--- src/rtl/voice_allocator.sv ---
// -----------------------------------------------------------------------------
// voice_allocator
//
// Purpose:
//   Turns a serial stream of note-on / note-off events into per-voice
//   oscillator assignments for an OSC_VOICES-voice polyphonic synth.
//   Each accepted event is handled by a sequential scan over the voices
//   (one voice per clock), followed by a single commit cycle in which the
//   voice table and the outputs are updated.
//
//   Note-on target priority: matching voice (retrigger) > lowest free voice >
//   oldest active voice (steal). Every voice carries an age rank;
//   rank 0 = youngest, rank OSC_VOICES-1 = oldest. The ranks always form a
//   permutation of 0..OSC_VOICES-1.
//
// Optional feature (compile-time macro VOICE_STEAL_EN):
//   defined   : with no match and no free voice, the oldest voice is stolen;
//               overflow_o stays 0.
//   undefined : such a note-on is dropped, overflow_o pulses for one cycle and
//               the voice table is left untouched.
//
// Handshake:
//   An event transfers on a rising clk_i edge where note_valid_i and
//   note_ready_o are both high; note_on_i and note_i are latched on that edge.
//   note_ready_o is high only while the FSM is IDLE. While ready is low the
//   upstream stage keeps valid and the payload stable; nothing is consumed.
//
// Ports:
//   clk_i           system clock
//   rst_i           synchronous, active-high reset
//   note_valid_i    event valid
//   note_ready_o    allocator can accept an event
//   note_on_i       1 = note-on, 0 = note-off
//   note_i          note number
//   voice_active_o  bit v = voice v sounding (feeds the downstream bitcount)
//   voice_note_o    note of voice v at bits [v*NOTE_W +: NOTE_W]
//   voice_trig_o    one-cycle pulse: voice v (re)started
//   overflow_o      one-cycle pulse: note-on dropped (steal disabled only)
// -----------------------------------------------------------------------------
module voice_allocator #(
  parameter  int OSC_VOICES = 7,
  parameter  int NOTE_W     = 7,
  localparam int RANK_W     = $clog2(OSC_VOICES)
) (
  input  logic                         clk_i,
  input  logic                         rst_i,
  input  logic                         note_valid_i,
  output logic                         note_ready_o,
  input  logic                         note_on_i,
  input  logic [NOTE_W-1:0]            note_i,
  output logic [OSC_VOICES-1:0]        voice_active_o,
  output logic [OSC_VOICES*NOTE_W-1:0] voice_note_o,
  output logic [OSC_VOICES-1:0]        voice_trig_o,
  output logic                         overflow_o
);

  typedef enum logic [1:0] {
    IDLE   = 2'd0,
    SCAN   = 2'd1,
    COMMIT = 2'd2
  } state_e;

  localparam logic [RANK_W-1:0] LAST = RANK_W'(OSC_VOICES - 1);

  state_e              state_q, state_d;
  logic [RANK_W-1:0]   idx_q, idx_d;

  // Latched event
  logic                lat_on_q, lat_on_d;
  logic [NOTE_W-1:0]   lat_note_q, lat_note_d;

  // Scan results
  logic                match_hit_q, match_hit_d;
  logic [RANK_W-1:0]   match_idx_q, match_idx_d;
  logic                free_hit_q, free_hit_d;
  logic [RANK_W-1:0]   free_idx_q, free_idx_d;
`ifdef VOICE_STEAL_EN
  logic                old_hit_q, old_hit_d;
  logic [RANK_W-1:0]   old_idx_q, old_idx_d;
`endif

  // Voice table
  logic [OSC_VOICES-1:0] active_q, active_d;
  logic [NOTE_W-1:0]     note_q [OSC_VOICES];
  logic [NOTE_W-1:0]     note_d [OSC_VOICES];
  logic [RANK_W-1:0]     rank_q [OSC_VOICES];
  logic [RANK_W-1:0]     rank_d [OSC_VOICES];

  // Pulse outputs
  logic [OSC_VOICES-1:0] trig_q, trig_d;
  logic                  ovf_q, ovf_d;

  // Commit-cycle target selection
  logic                  take_on;
  logic [RANK_W-1:0]     tgt;

  // ---------------------------------------------------------------------------
  // State register
  // ---------------------------------------------------------------------------
  always_ff @(posedge clk_i) begin
    if (rst_i) begin
      state_q     <= IDLE;
      idx_q       <= '0;
      lat_on_q    <= 1'b0;
      lat_note_q  <= '0;
      match_hit_q <= 1'b0;
      match_idx_q <= '0;
      free_hit_q  <= 1'b0;
      free_idx_q  <= '0;
`ifdef VOICE_STEAL_EN
      old_hit_q   <= 1'b0;
      old_idx_q   <= '0;
`endif
      active_q    <= '0;
      trig_q      <= '0;
      ovf_q       <= 1'b0;
      for (int v = 0; v < OSC_VOICES; v++) begin
        note_q[v] <= '0;
        rank_q[v] <= RANK_W'(v);
      end
    end else begin
      state_q     <= state_d;
      idx_q       <= idx_d;
      lat_on_q    <= lat_on_d;
      lat_note_q  <= lat_note_d;
      match_hit_q <= match_hit_d;
      match_idx_q <= match_idx_d;
      free_hit_q  <= free_hit_d;
      free_idx_q  <= free_idx_d;
`ifdef VOICE_STEAL_EN
      old_hit_q   <= old_hit_d;
      old_idx_q   <= old_idx_d;
`endif
      active_q    <= active_d;
      trig_q      <= trig_d;
      ovf_q       <= ovf_d;
      for (int v = 0; v < OSC_VOICES; v++) begin
        note_q[v] <= note_d[v];
        rank_q[v] <= rank_d[v];
      end
    end
  end

  // ---------------------------------------------------------------------------
  // Next-state logic
  // ---------------------------------------------------------------------------
  always_comb begin
    state_d     = state_q;
    idx_d       = idx_q;
    lat_on_d    = lat_on_q;
    lat_note_d  = lat_note_q;
    match_hit_d = match_hit_q;
    match_idx_d = match_idx_q;
    free_hit_d  = free_hit_q;
    free_idx_d  = free_idx_q;
`ifdef VOICE_STEAL_EN
    old_hit_d   = old_hit_q;
    old_idx_d   = old_idx_q;
`endif
    active_d    = active_q;
    for (int v = 0; v < OSC_VOICES; v++) begin
      note_d[v] = note_q[v];
      rank_d[v] = rank_q[v];
    end
    trig_d      = '0;
    ovf_d       = 1'b0;
    take_on     = 1'b0;
    tgt         = '0;

    unique case (state_q)
      IDLE: begin
        if (note_valid_i) begin
          state_d     = SCAN;
          idx_d       = '0;
          lat_on_d    = note_on_i;
          lat_note_d  = note_i;
          match_hit_d = 1'b0;
          free_hit_d  = 1'b0;
`ifdef VOICE_STEAL_EN
          old_hit_d   = 1'b0;
`endif
        end
      end

      SCAN: begin
        // Only the first hit of each kind is kept, so the lowest index wins.
        if (active_q[idx_q] && (note_q[idx_q] == lat_note_q) && !match_hit_q) begin
          match_hit_d = 1'b1;
          match_idx_d = idx_q;
        end
        if (!active_q[idx_q] && !free_hit_q) begin
          free_hit_d = 1'b1;
          free_idx_d = idx_q;
        end
`ifdef VOICE_STEAL_EN
        if (active_q[idx_q] && (rank_q[idx_q] == LAST)) begin
          old_hit_d = 1'b1;
          old_idx_d = idx_q;
        end
`endif
        if (idx_q == LAST) begin
          state_d = COMMIT;
        end else begin
          idx_d = idx_q + RANK_W'(1);
        end
      end

      COMMIT: begin
        state_d = IDLE;
        if (lat_on_q) begin
          if (match_hit_q) begin
            take_on = 1'b1;
            tgt     = match_idx_q;
          end else if (free_hit_q) begin
            take_on = 1'b1;
            tgt     = free_idx_q;
          end else begin
`ifdef VOICE_STEAL_EN
            // With no free voice every voice is active, so exactly one
            // carries the oldest rank; old_hit_q is a safety guard only.
            take_on = old_hit_q;
            tgt     = old_idx_q;
`else
            ovf_d   = 1'b1;
`endif
          end

          if (take_on) begin
            active_d[tgt] = 1'b1;
            note_d[tgt]   = lat_note_q;
            trig_d[tgt]   = 1'b1;
            // Move the target to the front of the age list: everything that
            // was younger than it ages by one, older voices keep their rank.
            for (int v = 0; v < OSC_VOICES; v++) begin
              if (RANK_W'(v) == tgt) begin
                rank_d[v] = '0;
              end else if (rank_q[v] < rank_q[tgt]) begin
                rank_d[v] = rank_q[v] + RANK_W'(1);
              end
            end
          end
        end else if (match_hit_q) begin
          // Note-off keeps the note value and the age ranks.
          active_d[match_idx_q] = 1'b0;
        end
      end

      default: begin
        state_d = IDLE;
      end
    endcase
  end

  // ---------------------------------------------------------------------------
  // Outputs
  // ---------------------------------------------------------------------------
  assign note_ready_o   = (state_q == IDLE);
  assign voice_active_o = active_q;
  assign voice_trig_o   = trig_q;
  assign overflow_o     = ovf_q;

  always_comb begin
    voice_note_o = '0;
    for (int v = 0; v < OSC_VOICES; v++) begin
      voice_note_o[v*NOTE_W +: NOTE_W] = note_q[v];
    end
  end

endmodule

--- config.mk ---
export PLATFORM = sky130hd
export DESIGN_NAME = voice_allocator
export DESIGN_NICKNAME = d
export VERILOG_FILES = /design/src/rtl/voice_allocator.sv
export SDC_FILE = /design/constraint.sdc
export NUM_CORES = 1
export LEC_CHECK = 0
export CORE_MARGIN = 1
export CORE_UTILIZATION = 46
export DETAILED_ROUTE_END_ITERATION = 12
export GPL_TIMING_DRIVEN = 0
export PLACE_DENSITY_LB_ADDON = 0.25
export SETUP_SLACK_MARGIN = 0.2
export SLEW_MARGIN = 5
export SYNTH_ARGS = -nofsm -noshare
export SYNTH_HDL_FRONTEND = slang
export SYNTH_SLANG_ARGS = --single-unit
--- constraint.sdc ---
create_clock -name clk_i -period 2.3 [get_ports clk_i]
set_input_delay 0.46 -clock clk_i [delete_from_list [all_inputs] [get_ports clk_i]]
set_output_delay 0.46 -clock clk_i [all_outputs]
set_load 0.03 [all_outputs]
==> flow_summary.ini <==
[pwr]
power_density_nw_per_um2 = 578
p_leak_nw = 1.76
ir_drop_mv = 0.422

[logic_synthesis]
synth-main-ff-cell = dfxtp_1
avgSynthCellArea_sq_um = 9.26
yosys_warnings = 0
ys_ff_latch = 88
synthCells = 415
syn_area_sq_um = 3840
async_reset_ff_frac = 0
synth_nets = 428
yosys-top-cells-area = dfxtp_1 46%, mux2i_1 15%, nor2_1 7.5%
ys_seq_area_frac = 0.458
synth_top_cell_area_share = 0.458
synth-edff-count = 0
yosysTopAreaCell = dfxtp_1
synth_cell_type_count = 42

[critical_path]
reg2reg_depth = 7
critPathCaptureType = flip-flop
critPathTopFamily = simple AND/OR/NAND/NOR gates
cp_max_fo = 5
slowest_stage = mux4_2
cp_num_buf_inv = 1
r2r_slack_ns = -0.04
critPathLaunchType = flip-flop
critical_path_class = reg2reg
max_stage_delay_ns = 0.51
cp.arrival_ns = 2.62
crit_required_ns = 2.59
path_cells = buf_6, mux4_2, nor2b_4, o21a_1, or4_4, or4_1, a21oi_1
r2r-end = match_hit_q

[sta]
clock_skew_ns = 0.0107
grt_setup_unrepaired = yes
slew_viol_final = 0
hold_viol = 0
worst_slack_ns = -0.0357
slew_headroom = 0.513
setup_viol_count_final = 3
min_period_over_period = 1.02
fin_crit_ns = 2.34
tightestPinTransition_ns = 0.731
max_freq_mhz = 428

[place]
port_buffers = 75
dp_hpwl_microns = 7020
globalplace.congestion = 0.885
preCtsSetupSlack_ns = -0.316
dpl.cell_count = 592

[die]
die-area_sq_um = 8730
die_h_microns = 93.4
start_util = 0.487
rows = 32
ios = 76
die_w_microns = 93.4
coreArea_sq_um = 7890

[detailed_routing]
drt_wl_total_microns = 10600
first_pass_iters = 5
drt_iter0_drc = 177
wl_per_cell_microns = 17.1
viasPerCell = 5.48
ant_nets = 0
drc = 0
num_vias = 3400

[status]
violations = negative setup slack
status = finished, violations left

[min_path]
holdPathStages = 2
min_to = lat_on_q
worstHoldStart = lat_on_q
hold_path.class = reg2reg

[global_route]
grt_pass1_vias = 3135
grt_start_max_net_pins = 15
antenna_found_initial = 0
grt.total_usage = 0.249
grt_pass1_wl_microns = 16300
grt_overflow_total = 0

[finish]
nets = 527
syn_to_final_growth_pct = 35.5
nFillCells = 611
fin_cells = 621
drive_gt1_frac = 0.119
antennaDiodeCount = 0
layout_common_cells = 86 x dfxtp_1, 74 x clkdlybuf4s50_1, 70 x nor2_1
layout_commonest_cell = dfxtp_1

[cts]
clock_latency_ns = 0.36
clock_path_buffers = 2
cts_tree = built
h-tree-depth = 3
cts_buffers = 9
path_clk_slew_ns = 0.08
clock_sinks = 88
cts_root_buf = clkbuf_8

[job]
max_cap_viol_count = 0
## worst reg2reg max path, cell delays in order, from the launching register on
cell and delay, ns:
dfxtp_2 0.33, buf_6 0.12, mux4_2 0.51, nor2b_4 0.15
o21a_1 0.16, or4_4 0.44, or4_1 0.42, a21oi_1 0.13
## cell families after synthesis
family                   Yosys count  synth area share
XOR/XNOR                           1           0.00228
AO/OA/AOI/OAI                     48            0.0745
adder cells (fa/ha/maj)            2           0.00651
AND/OR/NAND/NOR                  164             0.200
multiplexers                      76             0.221
buffers and inverters             36            0.0378
flip-flops                        88             0.458
## layer usage
metal,track usage,vias to the layer above,share of wire,routed length (microns)
met5,0,-,0,0
met4,0.118,0,0.027,286
met3,0.0472,23,0.070,748
met2,0.406,139,0.47,5030
met1,0.318,1618,0.43,4560
li1,-,1620,-,-
## area by class of cell
type | instances | area, sq um | share of cell area
Sequential cell | 88 | 1760 | 0.339
Clock inverter | 6 | 108 | 0.0207
Timing Repair Buffer | 88 | 901 | 0.173
Inverter | 7 | 26.3 | 0.00505
Buffer | 29 | 148 | 0.0284
Clock buffer | 10 | 128 | 0.0245
Multi-Input combinational cell | 291 | 2010 | 0.385
Tap cell | 102 | 128 | 0.0245
## synthesized netlist by cell type, types with 3 or more instances
cell type and n:
a21oi_1 23, a31oi_1 3, buf_1 8, clkbuf_1 18, dfxtp_1 88, inv_1 6, mux2_1 8, mux2_2 3
mux2i_1 59, mux4_2 6, nand2_1 30, nand2b_1 19, nand3_1 4, nor2_1 77, nor2b_1 4, nor3_1 15
o211ai_1 8, o21ai_0 5
## worst max path at each step
stage,startpoint,endpoint,slack (ns),cells after the start
after floorplan,flip-flop,match_hit_q,0.11,7
after global placement,match_hit_q,note_q[4][2],-0.29,6
after detailed placement,free_hit_q,note_q[2][0],-0.32,7
after CTS,flip-flop,match_idx_q[0],-0.12,8
after global routing,flip-flop,match_idx_q[1],-0.18,9
final,flip-flop,match_hit_q,-0.04,7
## per-stage QoR
step / total power, mW / cell area [sq um] / setup TNS (ns) / hold WS [ns] / utilization
after floorplan: 1.69 / 3870 / 0 / 0.450 / -
after global placement: 1.75 / 4750 / -7.48 / 0.468 / 0.602
after detailed placement: 1.76 / 4750 / -8.97 / 0.487 / 0.602
after CTS: 3.00 / 5150 / -0.350 / 0.498 / 0.653
after global routing: 3.09 / 5210 / -0.607 / 0.527 / 0.660
final: 3.01 / 5210 / -0.0584 / 0.500 / 0.660
## sequential cells by signal, indices dropped and copies added, names as in the netlist, named ones only
signal	cells
note_q	49
match_idx_q	3
voice_active_o	7
lat_on_q	1
state_q	2
match_hit_q	1
free_hit_q	1
lat_note_q	7
overflow_o	1
voice_trig_o	7
free_idx_q	3
idx_q	3
## power by group
group          internal (mW)  switching [mW]
sequential              1.54         0.00658
clock                  0.719           0.554
combinational         0.0723           0.122
## repair_timing
item | in CTS | in global routing
buffers inserted | 10 | 3
gates resized for setup | 17 | 15
setup endpoints to repair | 62 | 53
hold buffers | 0 | 0
pin swaps | 6 | 6
No activity file was read; power rests on OpenSTA's default activity.
